**config.mk**
```make
export PLATFORM = sky130hd
export DESIGN_NAME = pipe_control
export DESIGN_NICKNAME = d
export VERILOG_FILES = /design/src/rtl/y86_pkg.sv /design/src/rtl/pipe_perf_cnt.sv /design/src/rtl/pipe_control.sv
export SDC_FILE = /design/constraint.sdc
export NUM_CORES = 1
export LEC_CHECK = 0
export ABC_AREA = 1
export BUFFER_PORTS_ARGS = -buffer_cell sky130_fd_sc_hd__buf_4
export CORE_MARGIN = 2
export CORE_UTILIZATION = 50
export DETAILED_ROUTE_END_ITERATION = 10
export PLACE_DENSITY = 0.73
export SLEW_MARGIN = 20
export SYNTH_ARGS = -nofsm -noshare
export SYNTH_HDL_FRONTEND = slang
export SYNTH_SLANG_ARGS = --single-unit
```
**constraint.sdc**
```tcl
create_clock -name clk -period 4.17 [get_ports clk]
set_input_delay 0.417 -clock clk [delete_from_list [all_inputs] [get_ports clk]]
set_output_delay 0.417 -clock clk [all_outputs]
set_load 0.01 [all_outputs]
```
**src/rtl/y86_pkg.sv**
```systemverilog
// Shared Y86-64 pipeline definitions.
//   - status codes carried with each instruction through the pipe
//   - icode values used by the hazard detector feeding pipe_control
//   - pipe_control FSM state type
package y86_pkg;

    localparam logic [3:0] STAT_AOK = 4'd1;
    localparam logic [3:0] STAT_HLT = 4'd2;
    localparam logic [3:0] STAT_ADR = 4'd3;
    localparam logic [3:0] STAT_INS = 4'd4;

    localparam logic [3:0] IMRMOVQ = 4'h5;
    localparam logic [3:0] IJXX    = 4'h7;
    localparam logic [3:0] IRET    = 4'h9;
    localparam logic [3:0] IPOPQ   = 4'hB;

    typedef enum logic [1:0] {
        ST_INIT,
        ST_RUN,
        ST_EXC,
        ST_HALT
    } pc_state_e;

endpackage

```
**src/rtl/pipe_perf_cnt.sv**
```systemverilog
// Saturating performance counter.
//   clk  : clock
//   clr  : synchronous clear (wins over inc)
//   inc  : count enable
//   cnt  : current value, sticks at all-ones
module pipe_perf_cnt #(
    parameter int CNT_W = 32
) (
    input  logic             clk,
    input  logic             clr,
    input  logic             inc,
    output logic [CNT_W-1:0] cnt
);

    always_ff @(posedge clk) begin
        if (clr)
            cnt <= '0;
        else if (inc && (cnt != {CNT_W{1'b1}}))
            cnt <= cnt + 1'b1;
    end

endmodule

```
**src/rtl/pipe_control.sv**
```systemverilog
// Y86-64 pipeline-register controller.
// Merges hazard requests, data-memory wait and M/W exception status into
// stall/bubble controls for F..W, sequences the post-reset flush, the
// exception drain and the halt, and keeps saturating perf counters.
//   clk, rst                  : clock, synchronous active-high reset
//   load_use_req, ret_req,
//   mispredict_req, dmem_busy : per-cycle hazard / wait requests
//   m_stat, W_stat            : status leaving M / held in W
//   *_stall, *_bubble         : pipeline register controls (combinational)
//   set_cc_en                 : CC write enable for E
//   halted, halt_stat         : frozen flag and the stat that froze it
//   cycle_cnt, stall_cnt,
//   bubble_cnt                : saturating perf counters
module pipe_control
    import y86_pkg::*;
#(
    parameter int INIT_BUBBLES = 4,
    parameter int CNT_W        = 32
) (
    input  logic             clk,
    input  logic             rst,
    input  logic             load_use_req,
    input  logic             ret_req,
    input  logic             mispredict_req,
    input  logic             dmem_busy,
    input  logic [3:0]       m_stat,
    input  logic [3:0]       W_stat,
    output logic             F_stall,
    output logic             D_stall,
    output logic             E_stall,
    output logic             M_stall,
    output logic             W_stall,
    output logic             D_bubble,
    output logic             E_bubble,
    output logic             M_bubble,
    output logic             W_bubble,
    output logic             set_cc_en,
    output logic             halted,
    output logic [3:0]       halt_stat,
    output logic [CNT_W-1:0] cycle_cnt,
    output logic [CNT_W-1:0] stall_cnt,
    output logic [CNT_W-1:0] bubble_cnt
);

    localparam int FW = (INIT_BUBBLES > 1) ? $clog2(INIT_BUBBLES) : 1;

    pc_state_e     state, state_nxt;
    logic [FW-1:0] flush_cnt, flush_nxt;
    logic          halt_go;

    // Any value other than AOK (including undefined codes) is a fault.
    wire m_bad = (m_stat != STAT_AOK);
    wire w_bad = (W_stat != STAT_AOK);

    always_comb begin
        F_stall   = 1'b0;
        D_stall   = 1'b0;
        E_stall   = 1'b0;
        M_stall   = 1'b0;
        W_stall   = 1'b0;
        D_bubble  = 1'b0;
        E_bubble  = 1'b0;
        M_bubble  = 1'b0;
        W_bubble  = 1'b0;
        set_cc_en = 1'b0;
        halted    = 1'b0;
        halt_go   = 1'b0;
        state_nxt = state;
        flush_nxt = flush_cnt;

        if (rst) begin
            F_stall  = 1'b1;
            D_bubble = 1'b1;
            E_bubble = 1'b1;
            M_bubble = 1'b1;
            W_bubble = 1'b1;
        end else begin
            unique case (state)
                ST_INIT: begin
                    F_stall  = 1'b1;
                    D_bubble = 1'b1;
                    E_bubble = 1'b1;
                    M_bubble = 1'b1;
                    W_bubble = 1'b1;
                    if (flush_cnt == '0)
                        state_nxt = ST_RUN;
                    else
                        flush_nxt = flush_cnt - 1'b1;
                end
                ST_RUN: begin
                    if (w_bad) begin
                        // Faulting instruction reached W: freeze it there.
                        halt_go   = 1'b1;
                        state_nxt = ST_HALT;
                        F_stall   = 1'b1;
                        D_stall   = 1'b1;
                        W_stall   = 1'b1;
                        E_bubble  = 1'b1;
                        M_bubble  = 1'b1;
                    end else if (m_bad) begin
                        // Keep younger instructions out of M so no store
                        // behind the fault commits; fetch keeps going.
                        state_nxt = ST_EXC;
                        M_bubble  = 1'b1;
                    end else if (dmem_busy) begin
                        F_stall  = 1'b1;
                        D_stall  = 1'b1;
                        E_stall  = 1'b1;
                        M_stall  = 1'b1;
                        W_bubble = 1'b1;
                    end else if (load_use_req) begin
                        F_stall  = 1'b1;
                        D_stall  = 1'b1;
                        E_bubble = 1'b1;
                    end else if (mispredict_req) begin
                        D_bubble = 1'b1;
                        E_bubble = 1'b1;
                    end else if (ret_req) begin
                        F_stall  = 1'b1;
                        D_bubble = 1'b1;
                    end else begin
                        set_cc_en = 1'b1;
                    end
                end
                ST_EXC: begin
                    if (w_bad) begin
                        halt_go   = 1'b1;
                        state_nxt = ST_HALT;
                        F_stall   = 1'b1;
                        D_stall   = 1'b1;
                        W_stall   = 1'b1;
                        E_bubble  = 1'b1;
                        M_bubble  = 1'b1;
                    end else if (dmem_busy) begin
                        // Fault still stuck in M: hold it rather than bubble it.
                        F_stall  = 1'b1;
                        D_stall  = 1'b1;
                        E_stall  = 1'b1;
                        M_stall  = 1'b1;
                        W_bubble = 1'b1;
                    end else begin
                        M_bubble = 1'b1;
                    end
                end
                ST_HALT: begin
                    halted   = 1'b1;
                    F_stall  = 1'b1;
                    D_stall  = 1'b1;
                    W_stall  = 1'b1;
                    E_bubble = 1'b1;
                    M_bubble = 1'b1;
                end
                default: state_nxt = ST_INIT;
            endcase
        end
    end

    always_ff @(posedge clk) begin
        if (rst) begin
            state     <= ST_INIT;
            flush_cnt <= FW'(INIT_BUBBLES - 1);
            halt_stat <= 4'd0;
        end else begin
            state     <= state_nxt;
            flush_cnt <= flush_nxt;
            if (halt_go)
                halt_stat <= W_stat;
        end
    end

    // Stall/bubble activity is only counted while real instructions flow.
    wire active     = !rst && ((state == ST_RUN) || (state == ST_EXC));
    wire any_bubble = D_bubble | E_bubble | M_bubble | W_bubble;

    pipe_perf_cnt #(.CNT_W(CNT_W)) u_cycle_cnt (
        .clk (clk),
        .clr (rst),
        .inc (state != ST_HALT),
        .cnt (cycle_cnt)
    );

    pipe_perf_cnt #(.CNT_W(CNT_W)) u_stall_cnt (
        .clk (clk),
        .clr (rst),
        .inc (active && F_stall),
        .cnt (stall_cnt)
    );

    pipe_perf_cnt #(.CNT_W(CNT_W)) u_bubble_cnt (
        .clk (clk),
        .clr (rst),
        .inc (active && any_bubble),
        .cnt (bubble_cnt)
    );

endmodule

```
### Word-level counts from Yosys, hierarchy flattened

Cells that the tools add are included.

* register bits after elaboration: 104
* input bits: 14
* output and inout port bits: 111
* logic and storage cells: 104

* add/sub/neg operators: 4
* equal/unequal tests: 12
* mux-type cells: 63
* bitwise logic cells: 4
* reduce and logical (&&, ||, !) cells: 15

Operators by type and width (number)
* $add A32 B1 Y32 const B: 3
* $ne A32 B32 Y1 const B: 3
* $mux W1: 50
* $pmux W1 S3: 5
* $mux W2: 4
* $ne A4 B1 Y1 const B: 2
* $logic_and A1 B1 Y1: 6
* $ne A2 B2 Y1 const B: 3
* $pmux W1 S2: 3
* $pmux W2 S3: 1
* $eq A2 B2 Y1 const B: 2
* $logic_not A2 Y1: 2
* $reduce_and A4 Y1: 1
* $reduce_or A2 Y1: 2
* $ne A3 B3 Y1 const B: 1
* $or A1 B1 Y1: 3
* $reduce_bool A3 Y1: 1
* $eq A2 B1 Y1 const B: 1
* $reduce_and A2 Y1: 1
* $sub A2 B1 Y2 const B: 1
* $logic_not A1 Y1: 1
* $logic_or A1 B1 Y1: 1
* $not A1 Y1: 1

### Longest topological paths before layout

Gate-level depths: netlist (run 1).

* word-level depth: 13
* mapped depth: 13
* mapped depth without buffers: 13

### Cells and area by module

A second synthesis (run 1) with hierarchy kept.

* cell total of the unflattened synthesis: 1084
* area, all modules: 6904.1 µm²

Modules (own cells, without submodules)
* pipe_perf_cnt (u_bubble_cnt ...): instances 2, cells each 324, area an instance 2062.0 µm², seq. area each 640.6 µm²
* pipe_perf_cnt (u_stall_cnt): instances 1, cells each 315, area an instance 2025.7 µm², seq. area each 640.6 µm²
* pipe_control: instances 1, cells each 121, area an instance 754.5 µm², seq. area each 160.2 µm²

### Worst setup path after synthesis (run 1)

No wires, ideal clock.

* path kind: reg2out
* from: reg state[1]
* to: out F_stall
* arrival time: 1.658 ns
* required time: 3.753 ns
* slack: 2.095 ns
* stages on the path, launching flop included: 10
* path buffers: 2
* cells stage by stage: dfxtp_1 inv_1 ha_1 buf_2 nand2_1 o21ai_0 a21oi_1 o21ai_2 clkbuf_1 or2_2

* longest elaborated chain between the ends: 4
* elaborated cells on any way between the ends: 7
* classes of those cells: eq/ne: 3; mux: 2; reduce/logical: 2

Ends and longest elaborated chain
* start, declared: line pipe_control.sv:47 `pc_state_e state, state_nxt;`
* start signal, assigned: line pipe_control.sv:164 `state <= state_nxt;`
* $eq A2 B2 Y1 or $logic_not A2 Y1 (tied branches): line pipe_control.sv:78 `unique case (state)`
* $reduce_or A2 Y1 (no source line)
* $pmux W1 S3 (*): line pipe_control.sv:78
* $mux W1 (*): line pipe_control.sv:71 `if (rst) begin`
* end, declared: line pipe_control.sv:28 `output logic F_stall,`

Mark *: on every way between the ends. The rest lies on a longest branch, timed or not.

### Worst setup path in the final report (run 1)

* from: reg state[1]
* to: reg u_stall_cnt.cnt[1]

* longest elaborated chain between the ends: 6
* elaborated cells on any way between the ends: 11
* classes of those cells: eq/ne: 3; mux: 2; reduce/logical: 6

Ends and longest elaborated chain
* $eq A2 B2 Y1 or $logic_not A2 Y1 (tied branches): line pipe_control.sv:78
* $reduce_or A2 Y1 (no source line)
* $pmux W1 S3: line pipe_control.sv:78
* $mux W1: line pipe_control.sv:71
* $logic_and A1 B1 Y1 (*): line pipe_control.sv:185 `.inc (active && F_stall),`
* $logic_and A1 B1 Y1 (*): line pipe_perf_cnt.sv:18 `else if (inc && (cnt != {CNT_W{1'b1}}))`
* end signal, assigned: line pipe_perf_cnt.sv:19 `cnt <= cnt + 1'b1;`
* end, declared: line pipe_perf_cnt.sv:12 `output logic [CNT_W-1:0] cnt`

Marked as above.
A chain may end at the register's enable or synchronous reset.

==> out/metrics.yaml, run 1 <==
synth:
  seq_area_frac_synth: 0.310
  syn-num-nets: 1088
  ys_top_cells_by_area: "dfxtp_1, nand2_1, a21oi_1"
  synth_warnings: 0
  synthCells: 1066
  syn_area_mm2: 0.00671
  ys_seq_elements: 104
  yosys.area.top_type_share: 0.310
  syn_area_per_cell_um2: 6.30
  synth_cell_type_count: 31
  yosys.area.top_type: "dfxtp_1"
finish:
  num_antenna_cells: 0
  fin_util: 0.608
  fin_area_mm2: 0.00802
  syn2layout_area_growth_pct: 19.5
  nets: 1187
  layout-drive-gt1-share: 0.144
detailed_routing:
  vias: 7218
  wl_per_cell_um: 14.3
  drcViolationCount: 0
  ant_nets: 0
  viasPerCell: 5.36
  drt-initial-drc-count: 701
  dr.pass1.iters: 6
  routed_wl_um: 19200
setup_path:
  cp_slowest_stage_delay_ps: 500
  worst-path-stages: 10
  end_kind: "flop"
  cp_top_family: "buffers and inverters"
  ff2ff_path_depth: 10
  cp.arrival_ps: 3110
  cp_slowest_cell: "nand2_2"
  critPathMostFrequentCell: "inv_1"
  path_cells: "inv_1 > ha_1 > inv_1 > nor2_4 > buf_4 > nand2_1 > inv_2 > nand2_2 > o21ai_0 > nor2_1"
  critPathLaunchType: "flop"
  path_class: "reg -> reg"
  cp.required_ps: 4410
  cp_num_buf_inv: 4
  cp_max_fo: 38
clock_tree:
  clockRootBuffer: "clkbuf_16"
  cts_buffer_depth: 2
  h-tree-depth: 3
  clk_transition_reported_paths_ps: 70
  cts_tree: "done"
  ctsHoldBuffers: 0
  cts_setup_buffers: 0
  cts-resized-gates: 0
  worstSkewPairLatency_ps: 350
  cts_made_buffers: 9
  cts.sinks: 104
sta:
  maxSlewHeadroom: 0.562
  setup_viol: 0
  finalSetupTns_ps: 0
  clock_skew_ps: 8.02
  timing.fmax_mhz: 349
  hold_slack_ps: 280
  hold_viol: 0
  rsz0062_at_grt: "false"
  tightest_slew_ps: 656
  slew_viol_final: 0
  min_period_over_period: 0.687
  finalCriticalPeriod_ps: 2860
power:
  p_per_area_mw_per_mm2: 338
  p_leak_nw: 3.12
  vdd_drop_max_v: 0.000232
placement:
  dp_hpwl_um: 14000
  gp_congestion: 0.995
  port_buffers: 124
  place_area_mm2: 0.00769
floorplan:
  die_area_mm2: 0.0144
  die_h_um: 120
  start_util: 0.509
  die_x_um: 120
  core_area_mm2: 0.0132
  num_rows: 42
  pin_count: 125
hold_path:
  hold_depth: 3
  hp-class: "in -> reg"
global_route:
  grt_pass1_wl_um: 31400
  antenna_found_initial: 0
  grt_max_degree: 57
  grt-ovfl-total: 0
  grt_pass1_vias: 6324
  grt_use_total: 0.267
flow_run:
  maxCapViolations: 0
status:
  outcome: "complete, no violations"
==> cells by family (layout without fill, tap and decap cells) <==
group / Yosys count / count (layout) / share of synthesized area
compound gates: 116 / 116 / 0.0887
xor+xnor: 65 / 65 / 0.0848
fa+ha+maj: 8 / 8 / 0.0149
buf+inv: 125 / 229 / 0.0796
flops: 104 / 104 / 0.310
simple gates: 648 / 648 / 0.422
==> path summary, 6_finish.rpt <==
check | end | startpoint | slack (ps)
max | u_stall_cnt.cnt[1]$_SDFFE_PP0P_ | state[1]$_SDFFE_PP0P_ | 1310
min | halt_stat[1]$_SDFFE_PP0P_ | W_stat[1] | 280
min reg2reg | flush_cnt[0]$_SDFFE_PP1P_ | flush_cnt[0]$_SDFFE_PP1P_ | 460
max reg2reg | u_stall_cnt.cnt[1]$_SDFFE_PP0P_ | state[1]$_SDFFE_PP0P_ | 1310
==> placed cells by master (no fill, tap or decap) <==
cell type / instances
clkinvlp_4: 1
inv_6: 1
nor2_4: 2
and3_1: 1
nand3_1: 61
nand3b_1: 11
a21oi_1: 97
o21ai_0: 12
ha_1: 8
a31oi_1: 4
nor2_1: 125
bufinv_16: 2
nor2_2: 3
o21ai_2: 1
or2_2: 2
clkinv_2: 1
nor4_1: 5
nor3_4: 2
a21oi_2: 1
o31ai_1: 1
nor3_1: 41
dfxtp_1: 104
buf_4: 131
clkbuf_8: 1
nand2_2: 3
nand2_1: 336
nand4_1: 52
clkinv_4: 1
clkbuf_16: 9
inv_2: 3
inv_1: 79
xor2_1: 49
xnor2_1: 16
nand3_2: 4
==> layout make-up <==
type	instances	area, um2
well taps	176	220
multi-input cells	837	4100
inverters	82	308
fillers	1321	5170
clock inverters	6	90.1
repair buffers	131	983
clock buffers	10	239
flip-flops and latches	104	2080
==> state kept, by name, indices dropped and copies added, names as in the netlist <==
register          flops
state                 2
halt_stat             4
u_cycle_cnt.cnt      32
flush_cnt             2
u_stall_cnt.cnt      32
u_bubble_cnt.cnt     32
==> power by group <==
| part | internal (mW) | total (mW) | switching [mW] |
|---|---|---|---|
| logic | 0.195 | 0.682 | 0.488 |
| registers | 1.04 | 1.09 | 0.0499 |
| clock network | 0.545 | 0.938 | 0.393 |
| total | 1.78 | 2.71 | 0.931 |
==> per-stage QoR <==
step                worst slack, ps  std cells  power, mW
floorplan                      2090       1066       1.59
global placement               1400       1330       1.77
detailed placement             1350       1330       1.78
CTS                            1360       1346       2.72
global route                    960       1346       2.86
finish                         1310       1346       2.71
==> per-layer routing <==
metal  routed length (um)  vias up  GRT usage
met3                 1350       20     0.0570
met2                 8520      248      0.407
met1                 9080     3269      0.384
li1                     -     3681          -
met5                    0        -          0
met4                  248        0     0.0640
==> tightest hold or removal path: stages <==
cell and delay [ps]:
buf_4 80, nand2_1 40, o21ai_0 60
==> synth_stat cells (all sizes together) <==
cell type  count
nand2        339
nor2         130
dfxtp        104
a21oi         98
inv           82
nand3         65
nand4         52
xor2          49
nor3          43
clkbuf        24
buf           19
xnor2         16
o21ai         13
nand3b        11
ha             8
nor4           5
a31oi          4
or2            2
and3           1
o31ai          1
Power figures use the tool's default switching activity.
==> inputs of run 2 (changes only) <==
--- a/config.mk
+++ b/config.mk
@@ -5,12 +5,12 @@
 export SDC_FILE = /design/constraint.sdc
 export NUM_CORES = 1
 export LEC_CHECK = 0
-export ABC_AREA = 1
+export ABC_AREA = 0
 export BUFFER_PORTS_ARGS = -buffer_cell sky130_fd_sc_hd__buf_4
 export CORE_MARGIN = 2
-export CORE_UTILIZATION = 50
+export CORE_UTILIZATION = 49
 export DETAILED_ROUTE_END_ITERATION = 10
-export PLACE_DENSITY = 0.73
+export PLACE_DENSITY = 0.76
 export SLEW_MARGIN = 20
 export SYNTH_ARGS = -nofsm -noshare
 export SYNTH_HDL_FRONTEND = slang
==> constraint.sdc (replaced) <==
create_clock -name clk -period 2.44 [get_ports clk]
set_input_delay 0.244 -clock clk [delete_from_list [all_inputs] [get_ports clk]]
set_output_delay 0.244 -clock clk [all_outputs]
set_load 0.01 [all_outputs]
==> run 2 against run 1 <==
  * Global-route usage down 2.3 points
  * Clock power up 16%
  * Core utilization up 4.5 points
  * Clock-buffer cell count unchanged
  * Wire length down 23%
  * Register-to-register slack worse by 1200 ps
  * Sequential power up 66%
  * Design area down 11%
  * Cell count down 29%
  * Via count down 22%
  * Clock skew down 2.5 ps
  * Critical path type unchanged
  * Critical endpoint is now u_bubble_cnt.cnt[27]$_SDFFE_PP0P_
  * Largest cell class unchanged
  * Largest power group unchanged
==> out/metrics.yaml, run 2 <==
setup_path:
  cp.arrival_ps: 2650  # -460 ps
  cp_max_fo: 24  # -37%
  cp.required_ps: 2760  # -1650 ps
  critPathLaunchType: "flop"
  end_kind: "flop"
  path_class: "reg -> reg"
clock_tree:
  clockRootBuffer: "clkbuf_8"
  cts_made_buffers: 9  # unchanged
  cts.sinks: 104  # unchanged
  worstSkewPairLatency_ps: 380  # +30 ps
  cts_tree: "done"
  cts_buffer_depth: 2  # unchanged
  clk_transition_reported_paths_ps: 100  # +30 ps
  h-tree-depth: 3  # unchanged
placement:
  dp_hpwl_um: 10600  # -24%
  gp_congestion: 0.883  # -11%
  port_buffers: 124  # unchanged
sta:
  timing.fmax_mhz: 429  # +23%
  min_period_over_period: 0.954  # +0.268
  clock_skew_ps: 5.54  # -2.48 ps
  finalCriticalPeriod_ps: 2330  # -535 ps
  rsz0062_at_grt: "true"
  tightest_slew_ps: 515  # -141 ps
  slew_viol_final: 0  # unchanged
  hold_viol: 0  # unchanged
  maxSlewHeadroom: 0.657  # +0.0946
  hold_slack_ps: 113  # -167 ps
  setup_viol: 0  # unchanged
global_route:
  grt_use_total: 0.244  # -0.0228
  grt_max_degree: 50  # -12%
  antenna_found_initial: 0  # unchanged
  grt_pass1_wl_um: 23400  # -25%
  grt_pass1_vias: 5148  # -19%
  grt-ovfl-total: 0  # unchanged
floorplan:
  die_h_um: 110  # -8.4%
  die_x_um: 110  # -8.4%
  die_area_mm2: 0.0121  # -16%
  start_util: 0.504  # -0.00501
  num_rows: 38  # -9.5%
  pin_count: 125  # unchanged
  core_area_mm2: 0.0109  # -17%
finish:
  layout-drive-gt1-share: 0.271  # +0.127
  syn2layout_area_growth_pct: 29.7
  layout_commonest_cell: "buf_4"
  num_antenna_cells: 0  # unchanged
  fillerInstances: 929  # -30%
  largestRegisters: "u_bubble_cnt.cnt (32), u_cycle_cnt.cnt (32), u_stall_cnt.cnt (32)"
  nets: 836  # -30%
  fin_util: 0.653  # +0.0455
  layout_common_cells: "buf_4, dfxtp_1, nor2_1, nand2_1, a21oi_1"
detailed_routing:
  wl_per_cell_um: 15.4  # +7.9%
  viasPerCell: 5.89  # +9.9%
  vias: 5650  # -22%
  drt-initial-drc-count: 319  # -54%
  drcViolationCount: 0  # unchanged
  ant_nets: 0  # unchanged
  routed_wl_um: 14800  # -23%
  dr.pass1.iters: 5  # -1
power:
  p_per_area_mw_per_mm2: 529  # +57%
  vdd_drop_max_v: 0.000383  # +65%
  p_leak_nw: 2.76  # -12%
synth:
  ys_seq_elements: 104  # unchanged
  syn_area_per_cell_um2: 8.28  # +31%
  ys_async_sr_fraction: 0  # unchanged
  ys_top_cells_by_area: "dfxtp_1, nor2_1, nand4_1"
  syn_area_mm2: 0.00549  # -18%
  yosys.area.top_type_share: 0.379  # +0.0693
  seq_area_frac_synth: 0.379  # +0.0693
  synthCells: 663  # -38%
  synth_cell_type_count: 59  # +90%
  syn-num-nets: 685  # -37%
  synth_common_cells: "dfxtp_1, nor2_1, nand2_1, a21oi_1, nand4_1"
  synth_most_common_cell: "dfxtp_1"
  yosys.area.top_type: "dfxtp_1"
  synth_edf_count: 0  # unchanged
  synth_flop_cell: "dfxtp_1"
  synth_warnings: 0  # unchanged
flow_run:
  maxCapViolations: 0  # unchanged
hold_path:
  hp-class: "in -> reg"
status:
  outcome: "complete, no violations"
## run 2: power by group
part / internal, mW / switching (mW) / total (mW)
logic: 0.379 / 0.485 / 0.864
registers: 1.76 / 0.0495 / 1.81
clock network: 0.497 / 0.593 / 1.09
total: 2.64 / 1.13 / 3.77
## run 2: metrics by stage
step / total power, mW / TNS, ps / worst slack (ps) / instances / area (um2)
2_1_floorplan: 2.36 / 0 / 96.7 / 663 / 5490
3_3_place_gp: 2.67 / -75.7 / -19.6 / 941 / 6850
3_5_place_dp: 2.70 / -277 / -66.6 / 941 / 6850
4_1_cts: 3.79 / 0 / 19.8 / 957 / 7050
5_1_grt: 3.97 / -81.6 / -28.4 / 959 / 7110
6_report: 3.77 / 0 / 111 / 959 / 7110
## run 2: cell families after synthesis
logic type,count (synthesis),synth area share
AND/OR/NAND/NOR,328,0.336
AO/OA/AOI/OAI,114,0.133
flip-flops,104,0.379
buffers and inverters,57,0.0454
XOR/XNOR,39,0.0623
multiplexers,13,0.0258
adder cells (fa/ha/maj),8,0.0182
## run 2: area by class of cell
class                      count  area [um2]  area share
clock inverter                 6        58.8     0.00827
sequential                   104        2080       0.293
clock buffer                  10         138      0.0193
inverter                      17        63.8     0.00897
timing repair buffer         180        1410       0.198
multi-input combinational    502        3190       0.448
tap                          140         175      0.0246
## run 2: path summary, 6_finish.rpt
check	from	endpoint	slack, ps	cells past startpoint
worst max register to register	state[1]$_SDFFE_PP0P_	u_bubble_cnt.cnt[27]$_SDFFE_PP0P_	110	9
worst min register to register	flush_cnt[1]$_SDFFE_PP1P_	flush_cnt[1]$_SDFFE_PP1P_	500	2
worst min-delay path	W_stat[0]	halt_stat[0]$_SDFFE_PP0P_	110	3
worst max-delay path	state[1]$_SDFFE_PP0P_	u_bubble_cnt.cnt[27]$_SDFFE_PP0P_	110	9
## run 2: critical path: stages, from the launching register on
cell and delay (ps):
dfxtp_2 350, inv_1 80, ha_2 270, nand2_1 130
o41ai_4 350, nor4b_4 90, buf_4 150, clkbuf_16 180
or4_1 510, a21oi_1 140
## run 2: what timing repair did
item,CTS,global route
hold buffers,0,0
endpoints found under the setup margin,0,54
gates resized for setup,0,9
buffers inserted,0,1
## run 2: layer usage
layer	wire length (um)	track usage
met2	7300	0.412
met4	350	0.121
met5	0	0
met3	789	0.0415
met1	6330	0.298
==> inputs of run 3 (changes only) <==
--- a/config.mk
+++ b/config.mk
@@ -11,6 +11,7 @@
 export CORE_UTILIZATION = 49
 export DETAILED_ROUTE_END_ITERATION = 10
 export PLACE_DENSITY = 0.76
+export SETUP_SLACK_MARGIN = 0.15
 export SLEW_MARGIN = 20
 export SYNTH_ARGS = -nofsm -noshare
 export SYNTH_HDL_FRONTEND = slang
==> run 3 against run 2 <==
  * Clock-buffer cell count grew 1
  * Core utilization grew 3.7 points
  * Sequential share of layout area shrank 1.3 points
  * Die area is the same
  * Design area grew 5.6%
==> out/metrics.yaml, run 3 (synthesized netlist as in run 2, its figures left out) <==
status:
  outcome: "complete, no violations"
setup_path:
  rr_endpoint: "u_bubble_cnt.cnt[15]$_SDFFE_PP0P_"
  cp.required_ps: 2790  # +30 ps
  rr_startpoint: "state[1]$_SDFFE_PP0P_"
  path_class: "reg -> reg"
  cp.arrival_ps: 2660  # about the same
  cp_max_fo: 8  # -67%
  r2r_slack_ps: 130  # +20 ps
  ff2ff_path_depth: 10  # +1
  end_kind: "flop"
  critPathLaunchType: "flop"
floorplan:
  die_x_um: 110  # unchanged
  die_h_um: 110  # unchanged
  start_util: 0.504  # unchanged
  num_rows: 38  # unchanged
  die_area_mm2: 0.0121  # unchanged
  pin_count: 125  # unchanged
  core_area_mm2: 0.0109  # unchanged
finish:
  fin_area_mm2: 0.00751  # +5.6%
  fillerInstances: 858  # -7.6%
  fin_util: 0.690  # +0.0368
  nets: 859  # +2.8%
  syn2layout_area_growth_pct: 37.0
  layout_commonest_cell: "buf_4"
  num_antenna_cells: 0  # unchanged
  layout_common_cells: "buf_4, dfxtp_1, nor2_1, nand2_1, nand4_1"
  register_area_mm2: 0.00211  # +1.0%
  layout-drive-gt1-share: 0.336  # +0.0650
  multi_input_area_mm2: 0.00341  # +7.0%
  largestRegisters: "u_bubble_cnt.cnt (32), u_cycle_cnt.cnt (32), u_stall_cnt.cnt (32)"
power:
  vdd_drop_max_v: 0.000418  # +9.3%
  p_per_area_mw_per_mm2: 510  # -3.7%
  p_seq_frac: 0.478  # -0.003
  p_leak_nw: 2.90  # +5.2%
  p_sw_frac: 0.321  # +0.0215
  intPower_mw: 2.60  # -1.4%
  p_sw_mw: 1.23  # +9.0%
  clock_power_share: 0.266  # -0.024
  combPwrFrac: 0.256  # +0.027
placement:
  port_buffers: 124  # unchanged
  gp_congestion: 0.880  # -0.32%
  dp_slack_ps: -103  # -36.4 ps
  place_area_mm2: 0.00686  # about the same
  dp_hpwl_um: 10800  # +1.8%
hold_path:
  min_from: "W_stat[0]"
  hp-class: "in -> reg"
  hold_depth: 3  # unchanged
  whs_endpoint: "halt_stat[0]$_SDFFE_PP0P_"
clock_tree:
  cts_buffer_depth: 2  # unchanged
  h-tree-depth: 3  # unchanged
  clockRootBuffer: "clkbuf_8"
  ctsHoldBuffers: 0  # unchanged
  worstSkewPairLatency_ps: 400  # +20 ps
  cts_made_buffers: 9  # unchanged
  clk_transition_reported_paths_ps: 110  # about the same
  cts_tree: "done"
  cts.sinks: 104  # unchanged
global_route:
  antenna_found_initial: 0  # unchanged
  grt_pass1_wl_um: 24300  # +3.9%
  grt_use_total: 0.252  # +0.00834
  grt-ovfl-total: 0  # unchanged
  grt_max_degree: 64  # +28%
  grt_pass1_vias: 5124  # -0.47%
sta:
  min_period_over_period: 0.946  # -0.00794
  clock_skew_ps: 13.2  # +7.63 ps
  maxSlewHeadroom: 0.560  # -0.0970
  setup_viol: 0  # unchanged
  timing.fmax_mhz: 433  # +0.84%
  slew_viol_final: 0  # unchanged
  tightest_slew_ps: 660  # +145 ps
  hold_viol: 0  # unchanged
  rsz0062_at_grt: "true"
  fin_ws_ps: 131  # +19.4 ps
  finalCriticalPeriod_ps: 2310  # -19.4 ps
detailed_routing:
  dr.pass1.iters: 7  # +2
  viasPerCell: 5.86  # -0.49%
  ant_nets: 0  # unchanged
  vias: 5757  # +1.9%
  drt-initial-drc-count: 371  # +16%
  wl_per_cell_um: 16.4  # +6.2%
  drcViolationCount: 0  # unchanged
  routed_wl_um: 16100  # +8.8%
flow_run:
  maxCapViolations: 0  # unchanged
run 3: layout make-up:
cell class	instances	share of cell area
clock inverters	5	0.00416
well taps	140	0.0233
repair buffers	202	0.211
clock buffers	11	0.0188
multi-input cells	503	0.454
inverters	17	0.00882
flip-flops and latches	104	0.280
run 3: metrics by stage:
step                      std cells  setup TNS, ps  power (mW)  hold slack [ps]
after floorplan                 663              0        2.36              388
after global placement          944          -13.5        2.67              469
after detailed placement        944           -537        2.69              487
after CTS                       960              0        3.70             87.4
after global routing            982              0        4.01              105
final                           982              0        3.83             91.8
run 3: worst max path at each step:
stage | start | end | cells past startpoint
detailed placement | W_stat[1] | u_bubble_cnt.cnt[28]$_SDFFE_PP0P_ | 8
finish | state[1]$_SDFFE_PP0P_ | u_bubble_cnt.cnt[15]$_SDFFE_PP0P_ | 10
CTS | state[0]$_SDFFE_PP0P_ | u_bubble_cnt.cnt[28]$_SDFFE_PP0P_ | 9
global route | state[1]$_SDFFE_PP0P_ | u_bubble_cnt.cnt[15]$_SDFFE_PP0P_ | 10
global placement | W_stat[1] | u_bubble_cnt.cnt[3]$_SDFFE_PP0P_ | 8
floorplan | u_bubble_cnt.cnt[14]$_SDFFE_PP0P_ | u_bubble_cnt.cnt[23]$_SDFFE_PP0P_ | 7
run 3: repair_timing:
action	CTS	global route
gates resized for setup	8	58
gates cloned	0	6
setup endpoints to repair	43	69
pin swaps	0	25
hold endpoints to repair	0	0
buffers inserted	0	16
run 3: power groups by stage:
stage | Clock [mW] | Sequential (mW) | Combinational, mW
6_report | 1.02 | 1.83 | 0.982
5_1_grt | 1.10 | 1.84 | 1.08
4_1_cts | 1.03 | 1.81 | 0.855
3_5_place_dp | 0 | 1.85 | 0.842
3_3_place_gp | 0 | 1.85 | 0.816
2_1_floorplan | 0 | 1.86 | 0.504
run 3: per-layer routing:
layer / GRT usage / share of wire / vias to the layer above
met3: 0.0824 / 0.072 / 21
met5: 0 / 0 / -
met4: 0.0778 / 0.015 / 0
li1: - / - / 2801
met1: 0.319 / 0.43 / 2746
met2: 0.406 / 0.48 / 189
run 3: critical path, cell delays in order (launching register included):
cell	delay [ps]
dfxtp_4	380
inv_4	80
ha_4	170
nand2_4	60
o41ai_4	410
nor4b_4	80
buf_6	140
buf_6	120
clkbuf_16	150
or4_4	530
a21oi_2	120
